===== config.mk =====
export PLATFORM = sky130hd
export DESIGN_NAME = mem_arbiter
export DESIGN_NICKNAME = d
export VERILOG_FILES = /design/src/rtl/cpu_pkg.sv /design/src/rtl/rr_pick2.sv /design/src/rtl/mem_arbiter.sv
export SDC_FILE = /design/constraint.sdc
export NUM_CORES = 1
export LEC_CHECK = 0
export CAP_MARGIN = 20
export CORE_MARGIN = 10
export CORE_UTILIZATION = 33
export DETAILED_ROUTE_END_ITERATION = 6
export PLACE_DENSITY_LB_ADDON = 0.08
export SLEW_MARGIN = 20
export SYNTH_ARGS = -nofsm -noshare
export SYNTH_HDL_FRONTEND = slang
export SYNTH_SLANG_ARGS = --single-unit

===== constraint.sdc =====
create_clock -name clk -period 1.6 [get_ports clk]
set_input_delay 0.4 -clock clk [delete_from_list [all_inputs] [get_ports clk]]
set_output_delay 0.4 -clock clk [all_outputs]
set_load 0.01 [all_outputs]

===== src/rtl/cpu_pkg.sv =====
// cpu_pkg -- shared definitions for the memory arbiter slice.
//   ADDR_W / DATA_W : memory word address and data widths.
//   state_t         : arbiter FSM state encoding (IDLE, ACC, ACK).
//   OWNER_CPU/LDR   : values carried on the arbiter's owner output.
package cpu_pkg;

  localparam int ADDR_W = 5;
  localparam int DATA_W = 8;

  typedef enum logic [1:0] {
    ST_IDLE = 2'd0,
    ST_ACC  = 2'd1,
    ST_ACK  = 2'd2
  } state_t;

  localparam logic OWNER_CPU = 1'b0;
  localparam logic OWNER_LDR = 1'b1;

endpackage


===== src/rtl/rr_pick2.sv =====
// rr_pick2 -- two-way winner selection between CPU and program loader.
// Ports:
//   clk, rst  : clock, asynchronous active-high reset.
//   cpu_req   : CPU is requesting.
//   ldr_req   : loader is requesting.
//   grant     : a winner is being taken this cycle (updates the pointer).
//   win_ldr   : 1 = loader wins, 0 = CPU wins (only meaningful with a request).
// Configuration macro LDR_PRIORITY_EN: when defined, the loader always wins
// a tie and no round-robin pointer exists; otherwise two-way round-robin.
module rr_pick2 (
  input  logic clk,
  input  logic rst,
  input  logic cpu_req,
  input  logic ldr_req,
  input  logic grant,
  output logic win_ldr
);

`ifdef LDR_PRIORITY_EN
  // Fixed priority: state-free, so the clock, reset and grant go unused.
  logic unused_ok;
  assign unused_ok = ^{clk, rst, cpu_req, grant};
  assign win_ldr   = ldr_req;
`else
  // prefer_ldr = 1 means the CPU was granted last, so the loader wins a tie.
  // Reset leaves it 0 so the CPU wins the first tie.
  logic prefer_ldr;

  assign win_ldr = ldr_req & (~cpu_req | prefer_ldr);

  always_ff @(posedge clk or posedge rst) begin
    if (rst) begin
      prefer_ldr <= 1'b0;
    end else if (grant) begin
      prefer_ldr <= ~win_ldr;
    end
  end
`endif

endmodule


===== src/rtl/mem_arbiter.sv =====
// mem_arbiter -- shares one synchronous single-port memory between the CPU
// controller and the program loader.
// Ports:
//   clk, rst                    : clock, asynchronous active-high reset.
//   cpu_req/we/addr/wdata       : CPU request (held until cpu_ack).
//   cpu_ack, cpu_rdata          : CPU completion pulse and read data.
//   ldr_req/we/addr/wdata       : loader request (held until ldr_ack).
//   ldr_ack, ldr_rdata          : loader completion pulse and read data.
//   mem_en/we/addr/wdata        : memory access strobe, write enable, address, data.
//   mem_rdata                   : memory read data, valid the cycle after mem_en.
//   owner                       : 0 = CPU, 1 = loader; last or current grant.
// Configuration macro LDR_PRIORITY_EN (handled in rr_pick2): loader wins ties.
//
// Handshake: a requester raises req with we/addr/wdata and holds them until
// its ack; ack is a single-cycle pulse and rdata is valid only during it.
// The winner's fields are captured in IDLE, so later input changes (including
// dropping req) do not affect the in-flight access, which always completes.
module mem_arbiter
  import cpu_pkg::*;
(
  input  logic              clk,
  input  logic              rst,
  input  logic              cpu_req,
  input  logic              cpu_we,
  input  logic [ADDR_W-1:0] cpu_addr,
  input  logic [DATA_W-1:0] cpu_wdata,
  output logic              cpu_ack,
  output logic [DATA_W-1:0] cpu_rdata,
  input  logic              ldr_req,
  input  logic              ldr_we,
  input  logic [ADDR_W-1:0] ldr_addr,
  input  logic [DATA_W-1:0] ldr_wdata,
  output logic              ldr_ack,
  output logic [DATA_W-1:0] ldr_rdata,
  output logic              mem_en,
  output logic              mem_we,
  output logic [ADDR_W-1:0] mem_addr,
  output logic [DATA_W-1:0] mem_wdata,
  input  logic [DATA_W-1:0] mem_rdata,
  output logic              owner
);

  state_t state, state_nxt;

  logic              grant;
  logic              win_ldr;
  logic              cap_we;
  logic [ADDR_W-1:0] cap_addr;
  logic [DATA_W-1:0] cap_wdata;
  logic              owner_q;
  logic              ack_pulse;

  // A new grant is only taken in IDLE, so a requester still holding req in
  // its ACK cycle waits for the following IDLE and the round-robin decision.
  assign grant = (state == ST_IDLE) && (cpu_req || ldr_req);

  rr_pick2 u_pick (
    .clk     (clk),
    .rst     (rst),
    .cpu_req (cpu_req),
    .ldr_req (ldr_req),
    .grant   (grant),
    .win_ldr (win_ldr)
  );

  // State register
  always_ff @(posedge clk or posedge rst) begin
    if (rst) begin
      state <= ST_IDLE;
    end else begin
      state <= state_nxt;
    end
  end

  // Next-state logic
  always_comb begin
    state_nxt = state;
    case (state)
      ST_IDLE: if (cpu_req || ldr_req) state_nxt = ST_ACC;
      ST_ACC:  state_nxt = ST_ACK;
      ST_ACK:  state_nxt = ST_IDLE;
      default: state_nxt = ST_IDLE;
    endcase
  end

  // Capture of the winning request
  always_ff @(posedge clk or posedge rst) begin
    if (rst) begin
      cap_we    <= 1'b0;
      cap_addr  <= '0;
      cap_wdata <= '0;
      owner_q   <= OWNER_CPU;
    end else if (grant) begin
      cap_we    <= win_ldr ? ldr_we    : cpu_we;
      cap_addr  <= win_ldr ? ldr_addr  : cpu_addr;
      cap_wdata <= win_ldr ? ldr_wdata : cpu_wdata;
      owner_q   <= win_ldr ? OWNER_LDR : OWNER_CPU;
    end
  end

  // Output logic. The memory's own output register supplies the read data
  // in the ACK cycle; it is steered to the owner only while its ack is high.
  always_comb begin
    mem_en    = (state == ST_ACC);
    mem_we    = (state == ST_ACC) && cap_we;
    mem_addr  = cap_addr;
    mem_wdata = cap_wdata;
    ack_pulse = (state == ST_ACK);
    cpu_ack   = ack_pulse && (owner_q == OWNER_CPU);
    ldr_ack   = ack_pulse && (owner_q == OWNER_LDR);
    cpu_rdata = cpu_ack ? mem_rdata : '0;
    ldr_rdata = ldr_ack ? mem_rdata : '0;
    owner     = owner_q;
  end

endmodule


# Yosys cells after proc, flatten, opt, wreduce, memory -nomap -nowiden
# Cells that the tools add are included.
[totals]
regBits = 18
latchBits = 0
mem_bits_rw = 0
mem_bits_ro = 0
input_bits = 40
output_inout_bits = 34
elab_cells = 28
memories = 0
[op_classes]
add_sub_neg = 0
n_mul = 0
div = 0
magnitude_cmp = 0
eq_ne = 3
n_shift = 0
muxes = 8
n_bitwise = 5
reduce_logical = 6
[ops]
columns = ["op", "n"]
rows = [
  ["8-bit 2-to-1 mux", 3],
  ["5-bit 2-to-1 mux", 1],
  ["1-bit logical AND", 4],
  ["2-bit one-hot mux with 2 select lines", 1],
  ["1-bit NOT", 3],
  ["2-bit by 1-bit == test with 1-bit output, second input constant", 1],
  ["2-bit == test, second input constant", 1],
  ["2-bit logical NOT", 1],
  ["1-bit 2-to-1 mux", 2],
  ["2-bit 2-to-1 mux", 1],
  ["2-bit by 1-bit != test with 1-bit output, second input constant", 1],
  ["1-bit bitwise AND", 1],
  ["1-bit logical OR", 1],
  ["1-bit bitwise OR", 1],
]

# Longest topological paths before layout
# Gate-level depths: netlist (run 1).
[logic_depth]
depth_word = 4
depth_mapped = 5
mapped_depth_nobuf = 3

# Hierarchy
# Synthesis (run 1) repeated with hierarchy kept, for this count alone.
[hier_totals]
cells_unflattened = 81
area_unflattened_um2 = 1052.3
[by_module_without_submodules]
columns = ["mod", "n_inst", "cells_each", "area_each_um2"]
rows = [
  ["mem_arbiter", 1, 75, 992.2],
  ["rr_pick2", 1, 6, 60.1],
]

# Worst setup path before layout (run 1)
# Ideal clock, no wire load.
[synth_timing]
kind = "flip-flop to output port"
startpoint = "register state[0]"
endpoint = "output port ldr_rdata[0]"
arrival_ns = 1.048
t_required_ns = 1.200
path_slack_ns = 0.152
stages_incl_launch_ff = 4
cell_sequence = "dfrtp_1 > and3b_1 > clkbuf_1 > and2_1"
[synth_via]
elab_chain_cells = 3
[synth_rtl]
columns = ["element", "line_no", "text"]
rows = [
  ["start: declaration", "mem_arbiter.sv:43", "state_t state, state_nxt;"],
  ["start signal: assignment", "mem_arbiter.sv:71", "state <= state_nxt;"],
  ["2-bit == test", "mem_arbiter.sv:108", "ack_pulse = (state == ST_ACK);"],
  ["1-bit logical AND", "mem_arbiter.sv:110", "ldr_ack = ack_pulse && (owner_q == OWNER_LDR);"],
  ["net ldr_ack", "mem_arbiter.sv:33", "output logic ldr_ack,"],
  ["8-bit 2-to-1 mux", "mem_arbiter.sv:112", "ldr_rdata = ldr_ack ? mem_rdata : '0;"],
  ["end: declaration", "mem_arbiter.sv:34", "output logic [DATA_W-1:0] ldr_rdata,"],
]
# The timed path passes the listed nets, and every way through them passes these cells.

# Worst setup path in the final report (run 1)
[layout_timing]
startpoint = "register owner_q, in the netlist owner"
endpoint = "output port ldr_rdata[7]"
[layout_via]
elab_chain_cells = 2
[layout_rtl]
columns = ["element", "line_no", "text"]
rows = [
  ["start: declaration", "mem_arbiter.sv:50", "logic owner_q;"],
  ["start signal: assignment", "mem_arbiter.sv:97", "owner_q <= win_ldr ? OWNER_LDR : OWNER_CPU;"],
  ["1-bit logical AND", "mem_arbiter.sv:110", ""],
  ["8-bit 2-to-1 mux", "mem_arbiter.sv:112", ""],
]
# No other way between the ends.

==> results of run 1 <==
-- layout by cell type, fill, tap and decap left out, types with 3 or more instances in the layout --
cell	n
sky130_fd_sc_hd__buf_4	12
sky130_fd_sc_hd__and2_1	13
sky130_fd_sc_hd__and2_4	4
sky130_fd_sc_hd__o21ai_0	5
sky130_fd_sc_hd__buf_6	12
sky130_fd_sc_hd__dlygate4sd2_1	13
sky130_fd_sc_hd__o221ai_1	14
sky130_fd_sc_hd__inv_1	29
sky130_fd_sc_hd__clkbuf_4	3
sky130_fd_sc_hd__dfrtp_1	18
sky130_fd_sc_hd__nand2_1	3
sky130_fd_sc_hd__o21ai_1	11
sky130_fd_sc_hd__buf_2	13
sky130_fd_sc_hd__clkdlybuf4s50_1	39
-- where the power goes --
part / switching [mW] / internal (mW) / leakage [nW]
Clock: 0.139 / 0.139 / 0.0210
Combinational: 0.708 / 0.874 / 0.764
Sequential: 0.123 / 0.675 / 0.222
-- repair_timing --
action	in CTS	in global routing
pin swaps	17	2
setup endpoints to repair	36	22
gates cloned	2	0
resized for setup	112	12
setup buffers	2	2
-- cells by family after synthesis --
logic type | Yosys count
buf+inv | 35
simple gates | 31
compound gates | 30
flops | 18
-- stage by stage --
stage | instance area [µm²] | utilization (%) | hold WS [ns] | total power [mW] | worst slack, ns
floorplan | 982 | - | 0.339 | 1.46 | 0.152
global placement | 1830 | 65.1 | 0.478 | 2.30 | -0.315
detailed placement | 1830 | 65.1 | 0.491 | 2.36 | -0.372
CTS | 1840 | 65.6 | 0.387 | 2.63 | -0.170
global route | 1880 | 67.1 | 0.399 | 2.87 | -0.240
finish | 1880 | 67.1 | 0.390 | 2.66 | -0.141
-- final cells by class --
cell class / count / area share (%)
Clock buffer: 4 / 1.93
Inverter: 29 / 5.78
Multi-Input combinational cell: 62 / 22.4
Sequential cell: 18 / 23.9
Tap cell: 31 / 2.06
Timing Repair Buffer: 91 / 43.9
-- worst register-to-register path: cells and delay by family, from the launching register on --
family                 cells  cell delay, ns
AND/OR/NAND/NOR            1            0.30
flip-flops                 1            0.41
AO/OA/AOI/OAI              2            0.34
buffers and inverters      3            0.37
-- synthesized netlist by cell type, types with 2 or more instances --
master,number,share of area [%]
sky130_fd_sc_hd__buf_2,3,1.5
sky130_fd_sc_hd__inv_1,29,11
sky130_fd_sc_hd__and2_1,17,11
sky130_fd_sc_hd__nor2_1,3,1.1
sky130_fd_sc_hd__dfrtp_1,18,46
sky130_fd_sc_hd__o21ai_1,7,3.6
sky130_fd_sc_hd__nand2_1,3,1.1
sky130_fd_sc_hd__nor2b_1,2,1.3
sky130_fd_sc_hd__nand3_1,2,1.0
sky130_fd_sc_hd__o21ai_0,9,4.6
sky130_fd_sc_hd__o221ai_1,14,12
-- per-layer routing --
layer / vias to the layer above / wire (µm) / track usage (%)
met5: - / 0 / 0
met3: 2 / 307 / 4.65
met4: 0 / 10 / 2.52
li1: 556 / - / -
met2: 46 / 1910 / 25.2
met1: 529 / 1490 / 14.5
-- flip-flops by register name (all words and copies together), names as in the netlist --
name and count:
mem_wdata 8, state 2, u_pick.prefer_ldr 1, mem_addr 5
cap_we 1, owner 1
-- final timing paths --
path	end	slack (ns)	cells past startpoint
setup / recovery	ldr_rdata[7]	-0.14	4
hold / removal	mem_wdata[5]	0.39	3
setup reg to reg	mem_wdata[4]	0.06	6
hold reg to reg	mem_wdata[2]	0.51	2
max in group asynchronous	state[0]	1.05	3
min in group clk	mem_wdata[2]	0.51	2
==> results.txt, run 1 <==
* Status: complete, but fails checks
- Violated checks: setup timing
* Setup violation total in the final timing report: 20
* Relative slew slack: 87.6%
- The multi-input combinational cells in the finished layout cover a total of 422 µm².
- Via count: 1,133
- RSZ-0062 raised after global routing: true
- Highest fanout seen on the critical path: 5
- Routability-driven placement finished with a final weighted congestion of 0.666.
- Detailed Routing Iterations Pass 1: 4
* Top flip-flop cell by instance count after synthesis: sky130_fd_sc_hd__dfrtp_1
* Effective utilization at floorplan: 35.0%
- Area growth from synthesis to layout: 91.7%
* Compound-cell area share of the yosys netlist: 20.6%
- In this run the number of H-tree levels came out at 1.
* Syn Inst Count: 114
* Wire length reported by the detailed router: 3720 µm
- Global routing used 13.5% of the available tracks.
- Counting both buffers and inverters, the worst setup path holds a total of 2.
- Wire length of the first global-routing pass: 5970 µm
* Mean routed wirelength per cell: 15.8 µm
* Count of pins over their slew limit: 0
* Post-cts hold buffer count: 0
- After layout, the minimum clock period comes to 1.74 ns.
- The final layout contains 245 nets.
* Die width: 74.6 µm
* Synth unique cells: 18
- Slowest-stage cell, CP: sky130_fd_sc_hd__dfrtp_1
* Clock Skew: 0.00244 ns
* Maximum achievable frequency: 574 MHz
* Area share of and/or/nand/nor cells after synthesis: 18.9%
* Antenna violations before repair: 0
- Timing startpoint of the critical path: owner
- Detailed-route vias per instance: 4.82
- Data arrives at the worst endpoint at 1.34 ns.
- In the final layout, the share of cells above drive strength 1 is 25.5%.
* Final hold violation count: 0
- Footprint of the flip-flops and latches: 450 µm²
- Counting flops with a built-in enable in the synthesized netlist gives 0.
- Total die area: 0.00556 mm²
- STA classifies the critical path endpoint as an output port.
- Once detail routing completed, the nets flagged for antenna violations numbered 0.
- Kind of critical path: flip-flop to output port
* Crit-path cells: buf_6 -> and3b_2 -> and2_1 -> buf_2
- The startpoint identified for the worst register-to-register timing path is state[0].
- The tightest min-delay check is of the input pin to async pin type.
- Clock-pin slew reported for the worst setup and hold paths after clock tree synthesis: 0.10 ns
* Vertical die dimension: 74.6 µm
- Clk sinks: 18
* Number of DRC markers after the initial detailed-route iteration: 14
- At the worst endpoint, the required time is 1.20 ns.
- The repair_antennas step left the layout with diodes totalling 0.
- Core Area: 0.00281 mm²
- Synthesized net count: 154
* Area share of xor/xnor cells in the synthesized design: 0%
- Dividing the synthesized area by the synthesized cell count gives 8.62 µm².
- Final period utilization: 109%
* Number of violations of the max-capacitance limit: 0
- In the final timing run, aggregate negative setup slack is -2.39 ns.
- TritonCTS created 3 clock buffers.
- After layout, the worst setup slack is -0.141 ns.
- The finished layout holds 235 standard cells, fillers aside.
- Family with the most delay on the worst path: flip-flops
* Io pins: 74
- Summed over all cells, the static leakage comes to 1.01 nW.
* Library cell used as clock root buffer: sky130_fd_sc_hd__clkbuf_4
- Sequential elements use 45.9% of the synthesized area.
- Worst voltage drop across the vdd grid: 777 µV
- Worst-margin pin slew: 0.186 ns
* Via count of the first global-routing pass: 1,212
- Number of buffers on the longest clock path: 2
* Fraction of the mapped netlist area in adder cells: 0%
- Including well taps, the total number of placed cells is 225.
- Synthesis inferred 18 register bits.
- Port buffering added 73 buffers.
- Site Rows: 19
* Nature of the critical path startpoint: flip-flop
- # DRC: 0
- Number of warnings reported in the yosys synthesis log: 0
- Summed over all layers, the global routing overflow is 0.
- For the worst-skew pair, the clock arrives at the later sink with an insertion delay of 0.29 ns.
* Multiplexer share of the synthesized area: 0%
- Power per cell area: 1410 mW/mm²
- After legalization and detailed placement, the total HPWL measured 3020 µm.
* Filler instances: 237
* Largest family of logic cells by synthesized area: compound AO/OA/AOI/OAI gates
* Combined area of all synthesized cells: 982 µm²
- Asr flop ratio synth: 100%
- Longest individual stage delay on the worst path: 0.43 ns
- Entering global routing, the biggest net connects 18 pins.
* Clock tree from TritonCTS: built
(Power assumes the default switching activity.)
==> run 2, diff against run 1 <==
Settings changed: CTS_CLUSTER_SIZE set to 28.
==> results of run 2 <==
The final DEF is identical to that of run 1; final timing and power are the same.
==> run 3, diff against run 2 <==
Settings changed: CORE_UTILIZATION 33 to 36.
Clock period 1.6 ns to 2.1 ns, I/O delays scaled along.
==> results.txt, run 3 (synthesized netlist as in run 1, its figures left out) <==
* Status: completed
- The largest clock skew in the final design came to 0.00462 ns (+0.00218 ns).
- Io pins: 74 (unchanged)
- Core Area: 0.00254 mm² (-9.3%)
- The register share of total power came to 33.7% (+3.7 points).
- The relative max-transition margin is 55.5% (-32 points).
- The leakage component of the power came to 0.921 nW (-8.6%).
* Detailed placer's ending HPWL: 2890 µm (-4.3%)
- The number of CTS-inserted buffers was 3 (unchanged).
- The instance area after placement came to 0.00175 mm² (-4.0%).
* Number of violations of the max-capacitance limit: 0 (unchanged)
- Number of flip-flops in the largest register: 8 (unchanged)
- Library cell used as clock root buffer: sky130_fd_sc_hd__clkbuf_4
- Clock network fraction of design power: 9.0% (-1.5 points)
* Nature of the critical path startpoint: flip-flop
- From synthesis to final layout, the design area changed by 82.2%.
- The post-route cell area came to 0.00179 mm² (-5.0%).
- The worst hold path terminates at cap_we.
- The switching part of the total power came to 36.8% (+0.24 points).
- The power density normalized to cell area is 1040 mW/mm² (-27%).
- The final number of hold-violating endpoints is 0 (unchanged).
- Startpoint of the worst register-to-register path: state[1]
- The flop-to-flop setup slack is 0.46 ns (+0.40 ns).
* Shortest clock period the worst path allows after layout: 2.01 ns
* Site Rows: 18 (-1)
- Total die area: 0.00522 mm² (-6.1%)
* End of the worst register-to-register path: mem_addr[2]
* Depth of the worst hold-timing path: 2
- The final-report max-slew violation count came to 0 (unchanged).
* Most common cell after layout, fill and taps aside: sky130_fd_sc_hd__clkdlybuf4s50_1
- The total negative slack came to 0 ns (+2.39 ns).
* Antenna violations before repair: 0 (unchanged)
- Count of nets left with antenna violations after detail routing: 0 (unchanged)
- Kind of critical path: flip-flop to output port
- Most frequent cells in the layout: sky130_fd_sc_hd__clkdlybuf4s50_1, sky130_fd_sc_hd__inv_1, sky130_fd_sc_hd__dlygate4sd2_1
* Total number of nets in the final design: 234 (-4.5%)
- Total grt overflow: 0 (unchanged)
- Power spent charging and discharging nets: 681 µW (-30%)
- Clk sinks: 18 (unchanged)
- The peak ir drop on the vdd network was 685 µV (-12%).
- Data arrival time of the worst path: 1.49 ns (+0.15 ns)
* Worst-margin pin slew: 0.667 ns (+0.481 ns)
- The wire length of the first global-routing pass came to 6250 µm (+4.7%).
* Clock tree from TritonCTS: built
* Number of antenna repair diodes: 0 (unchanged)
- Wire length reported by the detailed router: 3540 µm (-4.8%)
- The global-route total usage across every layer was 14.4% (+0.88 points).
- The DRC marker count from the first detailed-route iteration came to 21 (+7).
- The insertion delay of the later-clocked pin in the worst-skew pair was 0.29 ns (about the same).
- Detailed Routing Iterations Pass 1: 4 (unchanged)
* Internal Dissipation: 1.17 mW (-31%)
* Routability congestion estimate: 0.719 (+8.0%)
- The biggest fanout along the worst timing path came to 9 (+4).
- Detailed-route vias per instance: 4.94 (+2.4%)
- Portion of total power attributed to combinational logic: 57.3% (-2.2 points)
- The pin count of the biggest net entering global routing came to 19 (+1).
- H-tree depth reported by CTS: 1 (unchanged)
- Number of cell instances on the worst register-to-register path: 4 (-2)
* Via count of the first global-routing pass: 1,271 (+4.9%)
- Share of cells above drive strength 1: 8.33% (-17 points)
- Setup violation total in the final timing report: 0 (-100%)
- Maximum achievable frequency: 496 MHz
- The worst setup path is captured at an output port.
* Final period utilization: 95.9%
- The required time at the endpoint of the critical path is 1.57 ns (+0.37 ns).
- # DRC: 0 (unchanged)
- Vertical die dimension: 72.2 µm (-3.1%)
* Die width: 72.2 µm (-3.1%)
- Setup repair after global routing left no endpoint under its margin.
- Number of buffers on the longest clock path: 2 (unchanged)
* Via count: 1,096 (-3.3%)
- The average routed wire per standard cell was 16.0 µm (+0.82%).
- The startpoint identified for the worst hold timing path is cap_we.
- In this run the worst hold path is classified as flip-flop to flip-flop.
* Clock-pin slew reported for the worst setup and hold paths after clock tree synthesis: 0.09 ns (about the same)
- The worst hold slack after final layout is 0.504 ns (+0.114 ns).
* Count of buffers from port buffering: 73 (unchanged)
* Effective utilization at floorplan: 38.6% (+3.6 points)
==> run 3: changes by cell type in the layout (fill, tap and decap cells not counted), sizes merged <==
cell,change
clkbuf,-1
buf,-31
dlymetal6s2s,-1
clkdlybuf4s15,+1
dlygate4sd2,+5
clkdlybuf4s50,+15
==> run 3: how the worst max path moves through the flow <==
stage,from,to,slack (ns),cells past startpoint
floorplan,state[0],ldr_rdata[0],0.53,3
global placement,mem_rdata[5],cpu_rdata[5],-0.07,3
detailed placement,mem_rdata[1],cpu_rdata[1],-0.11,3
CTS,state[1],cpu_rdata[1],0.05,4
global route,state[0],cpu_rdata[5],0.002,4
finish,state[1],cpu_rdata[5],0.09,4
==> run 3: final cells by class <==
cell class / instances / area [µm²]
Sequential cell: 18 / 453
Tap cell: 30 / 37.5
Fill cell: 222 / 756
Timing Repair Buffer: 80 / 761
Multi-Input combinational cell: 62 / 407
Clock buffer: 3 / 22.5
Inverter: 29 / 109
==> run 3: power groups by stage <==
stage / Sequential (mW) / Combinational [mW] / Clock, mW
after global placement: 0.608 / 1.05 / 0
after floorplan: 0.670 / 0.444 / 0
final: 0.623 / 1.06 / 0.167
after global routing: 0.652 / 1.17 / 0.186
after detailed placement: 0.620 / 1.08 / 0
after CTS: 0.620 / 1.08 / 0.172
==> run 3: timing repair <==
item / 4_1_cts / 5_1_grt
setup endpoints to repair: 19 / 3
resized for setup: 23 / 3
buffers inserted: 2 / 0
hold buffers: 0 / 0
cloned: 1 / 0
==> run 3: routing by layer <==
metal  GRT usage [%]  vias up  wire (µm)
met4            4.09        0         72
met2            25.5       49       1710
met3            5.03        8        296
met5               0        -          0
met1            15.8      508       1470
li1                -      531          -
==> run 3: metrics by stage <==
step	power (mW)	std cells	setup WS, ns	utilization [%]
detailed placement	1.70	216	-0.106	68.9
floorplan	1.11	114	0.527	-
finish	1.85	222	0.0854	70.3
CTS	1.88	222	0.0523	70.2
global route	2.01	222	0.00205	70.3
global placement	1.66	216	-0.0698	68.9
==> run 3: critical path: stages, from the launching register on <==
cell and delay, ns:
sky130_fd_sc_hd__dfrtp_2 0.45, sky130_fd_sc_hd__nor3b_2 0.16, sky130_fd_sc_hd__buf_4 0.16, sky130_fd_sc_hd__and2_1 0.15, sky130_fd_sc_hd__dlygate4sd2_1 0.29
